==> config.mk <==
export PLATFORM = sky130hd
export DESIGN_NAME = riio_bias_seq_ctrl
export DESIGN_NICKNAME = d
export VERILOG_FILES = /design/src/rtl/riio_bias_seq_ctrl.sv
export SDC_FILE = /design/constraint.sdc
export NUM_CORES = 1
export LEC_CHECK = 0
export ABC_AREA = 1
export ABC_CLOCK_PERIOD_IN_PS = 2600
export CORE_MARGIN = 1
export CORE_UTILIZATION = 52
export CTS_BUF_LIST = sky130_fd_sc_hd__clkbuf_8
export DETAILED_ROUTE_END_ITERATION = 7
export GPL_TIMING_DRIVEN = 0
export PLACE_DENSITY = 0.92
export SETUP_SLACK_MARGIN = 0.2
export SYNTH_ARGS = -nofsm -noshare
export SYNTH_HDL_FRONTEND = slang
export SYNTH_SLANG_ARGS = --single-unit
==> constraint.sdc <==
create_clock -name CLK_I -period 2.6 [get_ports CLK_I]
set_input_delay 0.52 -clock CLK_I [delete_from_list [all_inputs] [get_ports CLK_I]]
set_output_delay 0.52 -clock CLK_I [all_outputs]
set_load 0.1 [all_outputs]
==> src/rtl/riio_bias_seq_ctrl.sv <==
// Power-up sequencer for the EG1D80V bias/bandgap cell: ordered enable, startup pulse, VBIAS.
// Optional restart on failure is built only when RIIO_BIAS_SEQ_RETRY_EN is defined.
module riio_bias_seq_ctrl #(
  parameter int unsigned STARTUP_CYC = 4,
  parameter int unsigned SETTLE_CYC  = 8,
  parameter int unsigned TIMEOUT_CYC = 16,
  parameter int unsigned RETRY_MAX   = 2
) (
  input  logic       CLK_I,
  input  logic       RST_N_I,
  input  logic       REQ_I,
  input  logic [3:0] TRIM_BIAS_CFG_I,
  input  logic [4:0] TRIM_CURV_CFG_I,
  input  logic [4:0] TRIM_VBG_CFG_I,
  input  logic       BG_VALID_N_I,
  output logic       EN_O,
  output logic       BG_STARTUP_O,
  output logic       EN_VBIAS_O,
  output logic [3:0] TRIM_BIAS_O,
  output logic [4:0] TRIM_CURV_O,
  output logic [4:0] TRIM_VBG_O,
  output logic       READY_O,
  output logic       FAULT_O,
  output logic [2:0] STATE_O
);

  typedef enum logic [2:0] {
    StOff       = 3'd0,
    StStartup   = 3'd1,
    StSettle    = 3'd2,
    StWaitValid = 3'd3,
    StReady     = 3'd4,
    StShutdown  = 3'd5,
    StFault     = 3'd6
  } state_e;

  localparam int unsigned CntMax0 = (STARTUP_CYC > SETTLE_CYC) ? STARTUP_CYC : SETTLE_CYC;
  localparam int unsigned CntMax  = (CntMax0 > TIMEOUT_CYC) ? CntMax0 : TIMEOUT_CYC;
  localparam int unsigned CntW    = $clog2(CntMax + 1);

  localparam logic [CntW-1:0] StartupLoad = CntW'(STARTUP_CYC - 1);
  localparam logic [CntW-1:0] SettleLoad  = CntW'(SETTLE_CYC - 1);
  localparam logic [CntW-1:0] TimeoutLoad = CntW'(TIMEOUT_CYC - 1);

  // Valid flag is asynchronous to CLK_I; reset value means "not valid".
  logic valid_n_s1_q, valid_n_s2_q;
  logic bg_valid;

  always_ff @(posedge CLK_I or negedge RST_N_I) begin
    if (!RST_N_I) begin
      valid_n_s1_q <= 1'b1;
      valid_n_s2_q <= 1'b1;
    end else begin
      valid_n_s1_q <= BG_VALID_N_I;
      valid_n_s2_q <= valid_n_s1_q;
    end
  end

  assign bg_valid = ~valid_n_s2_q;

  state_e          state_q, state_d;
  logic [CntW-1:0] cnt_q, cnt_d;
  logic            fail;

`ifdef RIIO_BIAS_SEQ_RETRY_EN
  localparam int unsigned RetryW0 = $clog2(RETRY_MAX + 1);
  localparam int unsigned RetryW  = (RetryW0 > 0) ? RetryW0 : 1;

  logic [RetryW-1:0] retry_q, retry_d;

  always_ff @(posedge CLK_I or negedge RST_N_I) begin
    if (!RST_N_I) begin
      retry_q <= '0;
    end else begin
      retry_q <= retry_d;
    end
  end
`endif

  always_comb begin
    state_d = state_q;
    cnt_d   = cnt_q;
    fail    = 1'b0;
`ifdef RIIO_BIAS_SEQ_RETRY_EN
    retry_d = retry_q;
`endif
    unique case (state_q)
      StOff: begin
`ifdef RIIO_BIAS_SEQ_RETRY_EN
        retry_d = '0;
`endif
        if (REQ_I) begin
          state_d = StStartup;
          cnt_d   = StartupLoad;
        end
      end
      StStartup: begin
        if (!REQ_I) begin
          state_d = StOff;
          cnt_d   = '0;
        end else if (cnt_q == '0) begin
          state_d = StSettle;
          cnt_d   = SettleLoad;
        end else begin
          cnt_d = cnt_q - 1'b1;
        end
      end
      StSettle: begin
        if (!REQ_I) begin
          state_d = StOff;
          cnt_d   = '0;
        end else if (cnt_q == '0) begin
          state_d = StWaitValid;
          cnt_d   = TimeoutLoad;
        end else begin
          cnt_d = cnt_q - 1'b1;
        end
      end
      StWaitValid: begin
        // Request drop beats valid, valid beats timeout.
        if (!REQ_I) begin
          state_d = StOff;
          cnt_d   = '0;
        end else if (bg_valid) begin
          state_d = StReady;
          cnt_d   = '0;
        end else if (cnt_q == '0) begin
          fail = 1'b1;
        end else begin
          cnt_d = cnt_q - 1'b1;
        end
      end
      StReady: begin
        if (!REQ_I) begin
          state_d = StShutdown;
          cnt_d   = '0;
        end else if (!bg_valid) begin
          fail = 1'b1;
        end
      end
      StShutdown: begin
        state_d = StOff;
        cnt_d   = '0;
      end
      StFault: begin
        if (!REQ_I) begin
          state_d = StOff;
          cnt_d   = '0;
        end
      end
      default: begin
        state_d = StOff;
        cnt_d   = '0;
      end
    endcase

    if (fail) begin
`ifdef RIIO_BIAS_SEQ_RETRY_EN
      if (32'(retry_q) < RETRY_MAX) begin
        state_d = StStartup;
        cnt_d   = StartupLoad;
        retry_d = retry_q + RetryW'(1);
      end else begin
        state_d = StFault;
        cnt_d   = '0;
      end
`else
      state_d = StFault;
      cnt_d   = '0;
`endif
    end
  end

  // Outputs are decoded from the next state so they change on the same edge as STATE_O.
  logic en_d, startup_d, vbias_d, ready_d, fault_d;

  always_comb begin
    en_d      = 1'b0;
    startup_d = 1'b0;
    vbias_d   = 1'b0;
    ready_d   = 1'b0;
    fault_d   = 1'b0;
    unique case (state_d)
      StStartup: begin
        en_d      = 1'b1;
        startup_d = 1'b1;
      end
      StSettle, StWaitValid, StShutdown: begin
        en_d = 1'b1;
      end
      StReady: begin
        en_d    = 1'b1;
        vbias_d = 1'b1;
        ready_d = 1'b1;
      end
      StFault: begin
        fault_d = 1'b1;
      end
      default: begin
      end
    endcase
  end

  logic       trim_load;
  logic [3:0] trim_bias_q, trim_bias_d;
  logic [4:0] trim_curv_q, trim_curv_d;
  logic [4:0] trim_vbg_q, trim_vbg_d;

  assign trim_load = (state_q == StOff) && (state_d == StStartup);

  always_comb begin
    trim_bias_d = trim_bias_q;
    trim_curv_d = trim_curv_q;
    trim_vbg_d  = trim_vbg_q;
    if (trim_load) begin
      trim_bias_d = TRIM_BIAS_CFG_I;
      trim_curv_d = TRIM_CURV_CFG_I;
      trim_vbg_d  = TRIM_VBG_CFG_I;
    end
  end

  logic en_q, startup_q, vbias_q, ready_q, fault_q;

  always_ff @(posedge CLK_I or negedge RST_N_I) begin
    if (!RST_N_I) begin
      state_q     <= StOff;
      cnt_q       <= '0;
      en_q        <= 1'b0;
      startup_q   <= 1'b0;
      vbias_q     <= 1'b0;
      ready_q     <= 1'b0;
      fault_q     <= 1'b0;
      trim_bias_q <= '0;
      trim_curv_q <= '0;
      trim_vbg_q  <= '0;
    end else begin
      state_q     <= state_d;
      cnt_q       <= cnt_d;
      en_q        <= en_d;
      startup_q   <= startup_d;
      vbias_q     <= vbias_d;
      ready_q     <= ready_d;
      fault_q     <= fault_d;
      trim_bias_q <= trim_bias_d;
      trim_curv_q <= trim_curv_d;
      trim_vbg_q  <= trim_vbg_d;
    end
  end

  assign EN_O         = en_q;
  assign BG_STARTUP_O = startup_q;
  assign EN_VBIAS_O   = vbias_q;
  assign READY_O      = ready_q;
  assign FAULT_O      = fault_q;
  assign TRIM_BIAS_O  = trim_bias_q;
  assign TRIM_CURV_O  = trim_curv_q;
  assign TRIM_VBG_O   = trim_vbg_q;
  assign STATE_O      = state_q;

endmodule

==> tab_implementation.tex <==
\begin{tabular}{lr}
\hline
Metric & Value \\
\hline
\multicolumn{2}{l}{\textbf{Floorplan}} \\
Standard-cell row count & 18 \\
Die extent in x & roughly 53 um \\
Effective utilization at floorplan & 0.551 \\
Top-level port count & 40 \\
Area of the die & 2860 um2 \\
Chip Height & 53.4 um \\
Core area & roughly 2500 um2 \\
\multicolumn{2}{l}{\textbf{GRT}} \\
Number of global-route vias before repair & approximately 1.2k \\
Aggregate global routing overflow & 0 \\
GRT Total Usage & 0.256 \\
Global-route wire length before repair & around 5100 um \\
Largest net degree at the start of global routing & 29 \\
Initial antenna violation count & 0 \\
\multicolumn{2}{l}{\textbf{STA}} \\
Hold violation count in the final report & 0 \\
Setup repair after global routing missed its margin & no \\
Final worst-path cycle share & 0.897 \\
Max-slew violation count & 0 \\
Slew at the pin closest to its max-slew limit & 1.00 ns \\
Time the final worst path needs with I/O delays and setup & $\sim$2.3 ns \\
Headroom to the max-slew limit & 0.328 \\
Final Setup Violations & 0 \\
Layout Skew & around 0.0052 ns \\
Setup TNS & 0 ns \\
Fmax & 429 MHz \\
\multicolumn{2}{l}{\textbf{Clocking}} \\
TritonCTS clock tree & yes \\
Maximum root-to-sink buffer count & 2 \\
Number of buffers created by CTS & 3 \\
Post-CTS Hold Fix Bufs & 0 \\
Library cell used as clock root buffer & sky130\_fd\_sc\_hd\_\_clkbuf\_8 \\
CTS clock-pin slew for the worst setup and hold paths & roughly 0.090 ns \\
Clock Latency Late Sink & $\sim$0.28 ns \\
Number of levels the H-tree was split into & 1 \\
Total number of clock tree sinks & 28 \\
\multicolumn{2}{l}{\textbf{Min path}} \\
Worst min-delay path category & primary input to asynchronous set/reset pin \\
\multicolumn{2}{l}{\textbf{Routing}} \\
Post-Route WL & roughly 3200 um \\
Number of DRC markers in iteration 0 & 24 \\
Average wire length per cell after detail routing & 14.3 um \\
Avg Vias per Cell & between 5 and 6 \\
Number of nets with antenna violations after detailed routing & 0 \\
Drt drc & 0 \\
Vias after detailed routing & 1193 \\
Length of the first detailed-routing pass in iterations & 4 \\
\multicolumn{2}{l}{\textbf{Synthesis}} \\
Yosys synthesis warning count & 0 \\
Yosys reg bits & 28 \\
Cells after synthesis & between 150 and 200 \\
Mapped cell area & approximately 1400 um2 \\
Synthesized Nets & roughly 170 \\
Post-synthesis cell type count & 23 \\
Mean post-synth cell area & approximately 9 um2 \\
Seq/Total Area, Yosys & 0.511 \\
\multicolumn{2}{l}{\textbf{Setup path}} \\
Worst EP arrival & 1.81 ns \\
Chain of cells forming the critical path & clkdlybuf4s50\_1 \\
Capturing element type of the critical path & primary output \\
Critical Path Slowest Stage Cell & sky130\_fd\_sc\_hd\_\_clkdlybuf4s50\_1 \\
Worst Path Buf+Inv & 1 \\
Largest fanout on the critical path & 2 \\
Dominant delay contributor by cell family on the critical path & buffers and inverters \\
Longest individual stage delay on the worst path & about 1.2 ns \\
Type of the worst setup path & flip-flop to primary output \\
Worst endpoint required time & 2.08 ns \\
Worst setup SP type & flip-flop \\
\multicolumn{2}{l}{\textbf{Place}} \\
Final weighted congestion in routability-driven placement & 0.936 \\
Port Buffer Count & 38 \\
Estimated wirelength of the detail-placed design & approximately 2400 um \\
\multicolumn{2}{l}{\textbf{Final layout}} \\
Leading cell types in the layout, fill and taps excluded & sky130\_fd\_sc\_hd\_\_nand2\_1, sky130\_fd\_sc\_hd\_\_clkdlybuf4s50\_1, sky130\_fd\_sc\_hd\_\_dfrtp\_1 \\
Proportion of layout cells with a drive suffix above 1 & 0.166 \\
Diodes inserted & 0 \\
Number of nets at the end of the flow & between 200 and 250 \\
Area overhead of the layout relative to synthesis & 33.6\% \\
\multicolumn{2}{l}{\textbf{Run status}} \\
Status & complete, no violations \\
\multicolumn{2}{l}{\textbf{Run}} \\
Number of maximum-capacitance constraint violations & 0 \\
\hline
\end{tabular}
[what timing repair did]
action | 4_1_cts | 5_1_grt
endpoints found under the setup margin | 4 | 0
buffers inserted | 0 | 0
resized for setup | 4 | 0
endpoints found under the hold margin | 0 | 0
[final cells by class]
type | count | area, um2
Sequential cell | 28 | 703
Fill cell | 161 | 661
Multi-Input combinational cell | 100 | 572
Timing Repair Buffer | 38 | 370
Inverter | 20 | 75.1
Clock buffer | 4 | 55.1
Tap cell | 30 | 37.5
Buffer | 3 | 26.3
[logic make-up after synthesis]
kind of cell | after synthesis | synth area share
multiplexers | 14 | 0.115
AO/OA/AOI/OAI | 8 | 0.0309
AND/OR/NAND/NOR | 74 | 0.239
flip-flops | 28 | 0.511
buffers and inverters | 23 | 0.0736
XOR/XNOR | 2 | 0.0127
adder cells (fa/ha/maj) | 2 | 0.0182
[through the flow]
stage | hold slack (ns) | util | setup slack, ns | instance area (um2) | instances
after floorplan | 0.224 | - | 0.592 | 1380 | 151
after global placement | 0.346 | 0.718 | 0.460 | 1790 | 219
after detailed placement | 0.349 | 0.718 | 0.434 | 1790 | 219
after CTS | 0.363 | 0.738 | 0.255 | 1840 | 223
after global routing | 0.300 | 0.736 | 0.224 | 1840 | 223
final | 0.240 | 0.736 | 0.269 | 1840 | 223
[metal layers]
| metal | global-route usage | vias up | wire, um |
|---|---|---|---|
| met2 | 0.458 | 50 | 1680 |
| met1 | 0.283 | 571 | 1230 |
| met4 | 0.105 | 0 | 48 |
| met5 | 0 | - | 0 |
| met3 | 0.0661 | 6 | 223 |
| li1 | - | 566 | - |
[flip-flops by register name (all words and copies together), names as in the netlist, 3 cells and up]
signal,count
TRIM_CURV_O,5
TRIM_VBG_O,5
TRIM_BIAS_O,4
STATE_O,3
cnt_q,5
[cells in the mapped netlist (all sizes together)]
library cell  count  area [um2]
dfstp             2        52.6
nor2             15        61.3
o21ai             5        25.0
mux2             14         158
nand4             3        18.8
and2              1        6.26
inv              20        75.1
dfrtp            26         651
buf               3        26.3
xor2              2        17.5
nand3            17        85.1
a21boi            1        7.51
a21oi             2        10.0
nor3              2        15.0
ha                2        25.0
nand2            36         143
[final timing paths]
path,startpoint,endpoint,slack [ns],cells after the start
setup / recovery,TRIM_BIAS_O[2],TRIM_BIAS_O[2],0.27,1
hold / removal,RST_N_I,FAULT_O,0.24,1
setup reg to reg,cnt_q[0],cnt_q[0],0.88,10
hold reg to reg,valid_n_s1_q,valid_n_s2_q,0.36,0
max in group asynchronous,RST_N_I,TRIM_CURV_O[4],1.96,1
min in group CLK_I,valid_n_s1_q,valid_n_s2_q,0.36,0
Power is not shown: default switching activity piles up to over one toggle a cycle in this logic, so the estimate is an artifact.
